**config.mk**
```make
export PLATFORM = sky130hd
export DESIGN_NAME = tile_shader_pipe_flat
export DESIGN_NICKNAME = d
export VERILOG_FILES = /design/src/rtl/tile_shader_pipe_if.sv /design/src/rtl/tile_shader_pipe.sv /design/src/flat_wrapper.sv
export SDC_FILE = /design/constraint.sdc
export NUM_CORES = 1
export LEC_CHECK = 0
export CORE_MARGIN = 3
export CORE_UTILIZATION = 37
export DETAILED_ROUTE_END_ITERATION = 16
export PLACE_DENSITY = 0.84
export SLEW_MARGIN = 20
export SYNTH_ARGS = -nofsm -noshare
export SYNTH_HDL_FRONTEND = slang
export SYNTH_SLANG_ARGS = --single-unit
```
**constraint.sdc**
```tcl
create_clock -name clk -period 1.6 [get_ports clk]
set_clock_uncertainty 0.2 [all_clocks]
set_input_delay 0.24 -clock clk [delete_from_list [all_inputs] [get_ports clk]]
set_output_delay 0.24 -clock clk [all_outputs]
set_load 0.01 [all_outputs]
```
**src/rtl/tile_shader_pipe_if.sv**
```systemverilog
// Pixel/flash bundle between the playfield lookup and the tile shader.
// The shader consumes the slave view; the source drives through the master view.
interface tile_shader_pipe_if #(
   parameter int CH_W = 4
);
   logic                in_valid;
   logic [5:0]          block_x;
   logic [5:0]          block_y;
   logic [3*CH_W-1:0]   in_color;
   logic                in_mark;
   logic                frame_tick;
   logic                flash_start;
   logic                out_valid;
   logic [3*CH_W-1:0]   out_color;
   logic                flash_busy;
   logic                flash_done;

   modport master (
      output in_valid, block_x, block_y, in_color, in_mark, frame_tick, flash_start,
      input  out_valid, out_color, flash_busy, flash_done
   );

   modport slave (
      input  in_valid, block_x, block_y, in_color, in_mark, frame_tick, flash_start,
      output out_valid, out_color, flash_busy, flash_done
   );
endinterface

```
**src/rtl/tile_shader_pipe.sv**
```systemverilog
// Two-stage tile shader: edge/bevel/centre classification plus an optional
// frame-locked row flash sequencer, built only when TILE_SHADER_FLASH_EN is defined.
module tile_shader_pipe #(
   parameter int TILE_W      = 26,
   parameter int TILE_H      = 32,
   parameter int BEVEL       = 4,
   parameter int CH_W        = 4,
   parameter int FLASH_PAIRS = 3,
   parameter int FLASH_HOLD  = 8
) (
   input logic                clk,
   input logic                rst,
   tile_shader_pipe_if.slave  pix
);
   localparam int CW = 3 * CH_W;

   // Coordinates are compared in 7 bits so a 64-wide tile bound still fits.
   localparam logic [6:0] LP_TW    = 7'(TILE_W);
   localparam logic [6:0] LP_TH    = 7'(TILE_H);
   localparam logic [6:0] LP_XLAST = 7'(TILE_W - 1);
   localparam logic [6:0] LP_YLAST = 7'(TILE_H - 1);
   localparam logic [6:0] LP_BV    = 7'(BEVEL);
   localparam logic [6:0] LP_XC    = 7'(TILE_W - BEVEL);
   localparam logic [6:0] LP_YC    = 7'(TILE_H - BEVEL);

   localparam logic [CH_W-1:0] M_DULL  = {CH_W{1'b1}} << (CH_W - (CH_W + 1) / 2);
   localparam logic [CH_W-1:0] M_SDULL = {CH_W{1'b1}} << (CH_W - 1);

   typedef enum logic [2:0] {CL_OUT, CL_EDGE, CL_CENTRE, CL_LIGHT, CL_DARK} cls_t;

   function automatic logic [CW-1:0] dull_fn(input logic [CW-1:0] c);
      return c & {3{M_DULL}};
   endfunction

   function automatic logic [CW-1:0] sdull_fn(input logic [CW-1:0] c);
      return c & {3{M_SDULL}};
   endfunction

   logic [6:0]    w_x;
   logic [6:0]    w_y;
   cls_t          w_cls;
   logic          w_phase;
   logic          w_hot;
   logic [CW-1:0] w_color_p2;

   cls_t          r_cls_p1;
   logic [CW-1:0] r_color_p1;
   logic          r_vld_p1;
   logic          r_mark_p1;
   logic          r_phase_p1;
   logic [CW-1:0] r_color_p2;
   logic          r_vld_p2;

   assign w_x = {1'b0, pix.block_x};
   assign w_y = {1'b0, pix.block_y};

   always_comb begin
      w_cls = CL_DARK;
      if (w_x >= LP_TW || w_y >= LP_TH)
         w_cls = CL_OUT;
      else if (w_x == 7'd0 || w_y == 7'd0 || w_x == LP_XLAST || w_y == LP_YLAST)
         w_cls = CL_EDGE;
      else if (w_x >= LP_BV && w_x < LP_XC && w_y >= LP_BV && w_y < LP_YC)
         w_cls = CL_CENTRE;
      else if (w_x > w_y)
         w_cls = CL_LIGHT;
   end

`ifdef TILE_SHADER_FLASH_EN
   localparam int FW = $clog2(FLASH_HOLD + 1);
   localparam int PW = $clog2(FLASH_PAIRS + 1);
   localparam logic [FW-1:0] LP_FLAST = FW'(FLASH_HOLD - 1);
   localparam logic [PW-1:0] LP_PLAST = PW'(FLASH_PAIRS - 1);

   typedef enum logic [1:0] {ST_IDLE, ST_ON, ST_OFF} fl_state_t;

   fl_state_t     r_state;
   fl_state_t     w_state_nxt;
   logic [FW-1:0] r_fcnt;
   logic [FW-1:0] w_fcnt_nxt;
   logic [PW-1:0] r_pcnt;
   logic [PW-1:0] w_pcnt_nxt;
   logic          r_done;
   logic          w_done_nxt;

   always_ff @(posedge clk) begin
      if (rst) begin
         r_state <= ST_IDLE;
         r_fcnt  <= '0;
         r_pcnt  <= '0;
         r_done  <= 1'b0;
      end else begin
         r_state <= w_state_nxt;
         r_fcnt  <= w_fcnt_nxt;
         r_pcnt  <= w_pcnt_nxt;
         r_done  <= w_done_nxt;
      end
   end

   // A start request only counts from IDLE; any tick arriving with it is dropped.
   always_comb begin
      w_state_nxt = r_state;
      w_fcnt_nxt  = r_fcnt;
      w_pcnt_nxt  = r_pcnt;
      w_done_nxt  = 1'b0;
      case (r_state)
         ST_IDLE: begin
            if (pix.flash_start) begin
               w_state_nxt = ST_ON;
               w_fcnt_nxt  = '0;
               w_pcnt_nxt  = '0;
            end
         end
         ST_ON: begin
            if (pix.frame_tick) begin
               if (r_fcnt == LP_FLAST) begin
                  w_state_nxt = ST_OFF;
                  w_fcnt_nxt  = '0;
               end else begin
                  w_fcnt_nxt = r_fcnt + 1'b1;
               end
            end
         end
         ST_OFF: begin
            if (pix.frame_tick) begin
               if (r_fcnt == LP_FLAST) begin
                  w_fcnt_nxt = '0;
                  if (r_pcnt == LP_PLAST) begin
                     w_state_nxt = ST_IDLE;
                     w_done_nxt  = 1'b1;
                  end else begin
                     w_state_nxt = ST_ON;
                     w_pcnt_nxt  = r_pcnt + 1'b1;
                  end
               end else begin
                  w_fcnt_nxt = r_fcnt + 1'b1;
               end
            end
         end
         default: w_state_nxt = ST_IDLE;
      endcase
   end

   assign w_phase        = (r_state == ST_ON);
   assign w_hot          = r_phase_p1 & r_mark_p1;
   assign pix.flash_busy = (r_state != ST_IDLE);
   assign pix.flash_done = r_done;
`else
   logic w_unused;

   assign w_unused       = ^{pix.in_mark, pix.flash_start, pix.frame_tick, r_mark_p1, r_phase_p1};
   assign w_phase        = 1'b0;
   assign w_hot          = 1'b0;
   assign pix.flash_busy = 1'b0;
   assign pix.flash_done = 1'b0;
`endif

   // Stage 1: class, colour, mark and the flash phase seen when the pixel arrived.
   always_ff @(posedge clk) begin
      if (rst) r_vld_p1 <= 1'b0;
      else     r_vld_p1 <= pix.in_valid;
   end

   always_ff @(posedge clk) begin
      r_cls_p1   <= w_cls;
      r_color_p1 <= pix.in_color;
      r_mark_p1  <= pix.in_mark;
      r_phase_p1 <= w_phase;
   end

   always_comb begin
      w_color_p2 = '0;
      case (r_cls_p1)
         CL_OUT:    w_color_p2 = '0;
         CL_EDGE:   w_color_p2 = '1;
         CL_CENTRE: w_color_p2 = dull_fn(r_color_p1);
         CL_LIGHT:  w_color_p2 = r_color_p1;
         CL_DARK:   w_color_p2 = sdull_fn(r_color_p1);
         default:   w_color_p2 = '0;
      endcase
      if (w_hot && r_cls_p1 != CL_OUT)
         w_color_p2 = '1;
   end

   // Stage 2: shaded colour and output qualifier.
   always_ff @(posedge clk) begin
      if (rst) begin
         r_vld_p2   <= 1'b0;
         r_color_p2 <= '0;
      end else begin
         r_vld_p2   <= r_vld_p1;
         r_color_p2 <= w_color_p2;
      end
   end

   assign pix.out_valid = r_vld_p2;
   assign pix.out_color = r_color_p2;
endmodule

```
**src/flat_wrapper.sv**
```systemverilog
// flat-port wrapper written by rule: the top's interface ports become plain ports
module tile_shader_pipe_flat 
#(
   parameter int TILE_W      = 26,
   parameter int TILE_H      = 32,
   parameter int BEVEL       = 4,
   parameter int CH_W        = 4,
   parameter int FLASH_PAIRS = 3,
   parameter int FLASH_HOLD  = 8
)
  (clk, rst, pix_in_valid, pix_block_x, pix_block_y, pix_in_color, pix_in_mark, pix_frame_tick, pix_flash_start, pix_out_valid, pix_out_color, pix_flash_busy, pix_flash_done);
  tile_shader_pipe_if #(.CH_W(CH_W)) pix_i ();
  input logic clk;
  input logic rst;
  input wire logic [$bits(pix_i.in_valid)-1:0] pix_in_valid;
  input wire logic [$bits(pix_i.block_x)-1:0] pix_block_x;
  input wire logic [$bits(pix_i.block_y)-1:0] pix_block_y;
  input wire logic [$bits(pix_i.in_color)-1:0] pix_in_color;
  input wire logic [$bits(pix_i.in_mark)-1:0] pix_in_mark;
  input wire logic [$bits(pix_i.frame_tick)-1:0] pix_frame_tick;
  input wire logic [$bits(pix_i.flash_start)-1:0] pix_flash_start;
  output wire logic [$bits(pix_i.out_valid)-1:0] pix_out_valid;
  output wire logic [$bits(pix_i.out_color)-1:0] pix_out_color;
  output wire logic [$bits(pix_i.flash_busy)-1:0] pix_flash_busy;
  output wire logic [$bits(pix_i.flash_done)-1:0] pix_flash_done;
  assign pix_i.in_valid = pix_in_valid;
  assign pix_i.block_x = pix_block_x;
  assign pix_i.block_y = pix_block_y;
  assign pix_i.in_color = pix_in_color;
  assign pix_i.in_mark = pix_in_mark;
  assign pix_i.frame_tick = pix_frame_tick;
  assign pix_i.flash_start = pix_flash_start;
  assign pix_out_valid = pix_i.out_valid;
  assign pix_out_color = pix_i.out_color;
  assign pix_flash_busy = pix_i.flash_busy;
  assign pix_flash_done = pix_i.flash_done;
  tile_shader_pipe #(.TILE_W(TILE_W), .TILE_H(TILE_H), .BEVEL(BEVEL), .CH_W(CH_W), .FLASH_PAIRS(FLASH_PAIRS), .FLASH_HOLD(FLASH_HOLD)) u_core (.clk(clk), .rst(rst), .pix(pix_i));
endmodule
```
==> impl_metrics.yaml <==
global_route:
  grt_pass1_vias: 971
  globalRouteOverflowTotal: 0
  grt_max_degree: 11
  grt_pass1_wl_mm: 3.92
  antenna_found_initial: 0
  grt_util_all_layers: 0.148
power:
  pwr_density_cell_nw_per_um2: 863
  clkPwrFrac: 0.297
  power.switching_mw: 0.331
  leakagePower_nw: 0.785
  irDropWorstVdd_mv: 0.679
  cell_internal_pwr_mw: 1.09
  power_frac_comb: 0.161
  switching_share: 0.233
  seqPwrFrac: 0.542
route:
  first_pass_iters: 4
  ant_nets: 0
  vias: 962
  dr.first_iter.drc_count: 11
  drc: 0
  viasPerCell: 4.88
  finalWirelength_mm: 2.59
  post_drt_wl_per_cell_um: 13.2
yosys:
  synth_edf_count: 0
  synth_seq_cells: 29
  synthCells: 116
  synth_ff_type: "dfxtp_1"
  seq_area_frac_synth: 0.528
  synthTopCellsByArea: "dfxtp_1, a21oi_1, ha_1"
  syn_area_per_cell_um2: 9.47
  synth_top_area_frac: 0.528
  synth_area_um2: 1100
  yosys.area.top_type: "dfxtp_1"
  synth_warnings: 0
  yosys.cell_types.count: 29
  synth_async_sr_flop_share: 0
clocking:
  clk_latency_ns: 0.31
  clockBufferDepth: 2
  clock-root-buffer: "clkbuf_4"
  cts_buffers: 5
  tritoncts: "built"
  postCtsHoldBufs: 0
  cts.sinks: 29
  clkTransAtPathRegs_ns: 0.08
  h-tree-depth: 2
final_layout:
  area_growth_pct: 49.9
  fin_area_um2: 1650
  seqCellArea_um2: 581
  antenna_cells: 0
  drive_above_1_share: 0.169
  fin_nets: 202
  multi_input_area_um2: 503
  nFillCells: 253
placed_design:
  gp_congestion: 0.929
  post-place-ws_ns: -0.579
  dp_hpwl_mm: 1.90
  place_area_um2: 1560
  port-buffer-count: 39
die:
  dieArea_um2: 3660
  core_um2: 2780
  die_w_um: 60.5
  initial_core_util: 0.395
  io_pins: 45
  die_h_um: 60.5
  rows: 19
timing:
  setup_tns_ns: 0
  setup_ws_ns: 0.0288
  rsz0062_at_grt: "no"
  report.final.hold_viol_count: 0
  final-max-slew-violation-count: 0
  timing.fmax_ghz: 0.636
  setup_viol: 0
  period_share: 0.982
  period_needed_ns: 1.57
worst_setup_path:
  cp-start-kind: "input pin"
  crit_required_ns: 1.61
  ff2ff_path_depth: 3
  cp.arrival_ns: 1.58
  end_kind: "flip-flop"
  crit_type: "input pin to flip-flop"
  critPathMaxFanout: 4
run_status:
  status: "completed"
worst_hold_path:
  hold_class: "input pin to flip-flop"
  hold_depth: 1
flow_run:
  maxCapViolations: 0
critical path: stages:
cell and delay, ns:
dlygate4sd2_1 0.26, or4_1 0.53, o22a_1 0.20, o211ai_2 0.16, and3b_1 0.19
registers in the layout (all words and copies together), names as in the netlist:
signal	count
u_core.r_cls_p1	3
u_core.r_color_p1	12
u_core.pix.out_color	12
u_core.pix.out_valid	1
u_core.r_vld_p1	1
logic make-up after synthesis:
family / count (synthesis) / synth area share
AOI/OAI and AO/OA: 29 / 0.158
adders and majority gates: 6 / 0.0683
buffers and inverters: 17 / 0.0649
DFF: 29 / 0.528
other: 1 / 0.00341
and+or+nand+nor: 34 / 0.177
metal layers:
layer | vias up | part of all wire | global-route usage
met5 | - | 0 | 0
met1 | 416 | 0.38 | 0.134
met2 | 46 | 0.50 | 0.284
li1 | 490 | - | -
met4 | 0 | 0.029 | 0.0898
met3 | 10 | 0.091 | 0.0447
worst paths after layout:
| check | start | endpoint | slack, ns |
|---|---|---|---|
| setup / recovery | pix_block_y[3] | u_core.r_cls_p1[2] | 0.03 |
| hold reg to reg | u_core.r_color_p1[5] | u_core.pix.out_color[5] | 0.23 |
| setup reg to reg | u_core.r_cls_p1[2] | u_core.pix.out_color[9] | 0.30 |
| hold / removal | pix_in_color[2] | u_core.r_color_p1[2] | 0.16 |
power by group through the flow:
| stage | Clock [mW] | Combinational, mW | Sequential [mW] |
|---|---|---|---|
| global placement | 0 | 0.215 | 0.788 |
| detailed placement | 0 | 0.226 | 0.788 |
| floorplan | 0 | 0.0856 | 0.794 |
| global route | 0.477 | 0.253 | 0.775 |
| finish | 0.422 | 0.229 | 0.771 |
| CTS | 0.445 | 0.218 | 0.771 |
synth_stat cells (all sizes together) (3+ instances only):
cell type	number
dfxtp	29
a21oi	19
inv	13
ha	6
nand2	6
or2	5
nor2	4
nor2b	4
nand2b	3
nand3b	3
area by class of cell:
class / count / share of cell area
clock buffer: 7 / 0.0334
inverter: 13 / 0.0296
multi-input combinational: 71 / 0.305
sequential: 29 / 0.353
tap: 31 / 0.0236
timing repair buffer: 46 / 0.255
metrics by stage:
stage | total power, mW | hold slack, ns | utilization | std cells
after global placement | 1.00 | 0.218 | 0.561 | 190
after global routing | 1.51 | 0.141 | 0.592 | 197
after CTS | 1.43 | 0.143 | 0.583 | 197
after floorplan | 0.880 | 0.0677 | - | 117
after detailed placement | 1.01 | 0.222 | 0.561 | 190
final | 1.42 | 0.164 | 0.592 | 197
placed cells by master (no fill, tap or decap), types with 2 or more instances in the layout:
| cell type | netlist | final |
|---|---|---|
| nand3_1 | 2 | 2 |
| or2_2 | 5 | 3 |
| clkbuf_4 | 0 | 5 |
| ha_4 | 0 | 2 |
| buf_4 | 2 | 7 |
| nor2_1 | 4 | 4 |
| dlygate4sd2_1 | 0 | 22 |
| nand2b_1 | 3 | 3 |
| or2_4 | 0 | 2 |
| conb_1 | 1 | 2 |
| a21oi_1 | 19 | 17 |
| nand3b_1 | 3 | 3 |
| clkdlybuf4s50_1 | 0 | 15 |
| a21oi_2 | 0 | 2 |
| dlymetal6s2s_1 | 0 | 2 |
| o21ai_0 | 2 | 2 |
| ha_1 | 6 | 4 |
| nor2b_1 | 4 | 4 |
| dfxtp_1 | 29 | 29 |
| inv_1 | 13 | 12 |
| nand2_1 | 6 | 6 |
repair_timing:
| action | CTS | global route |
|---|---|---|
| setup buffers | 0 | 0 |
| gates resized for setup | 29 | 5 |
| setup endpoints to repair | 16 | 3 |
| pin swaps | 4 | 3 |
Note: power is estimated with default switching activity, not from simulation.
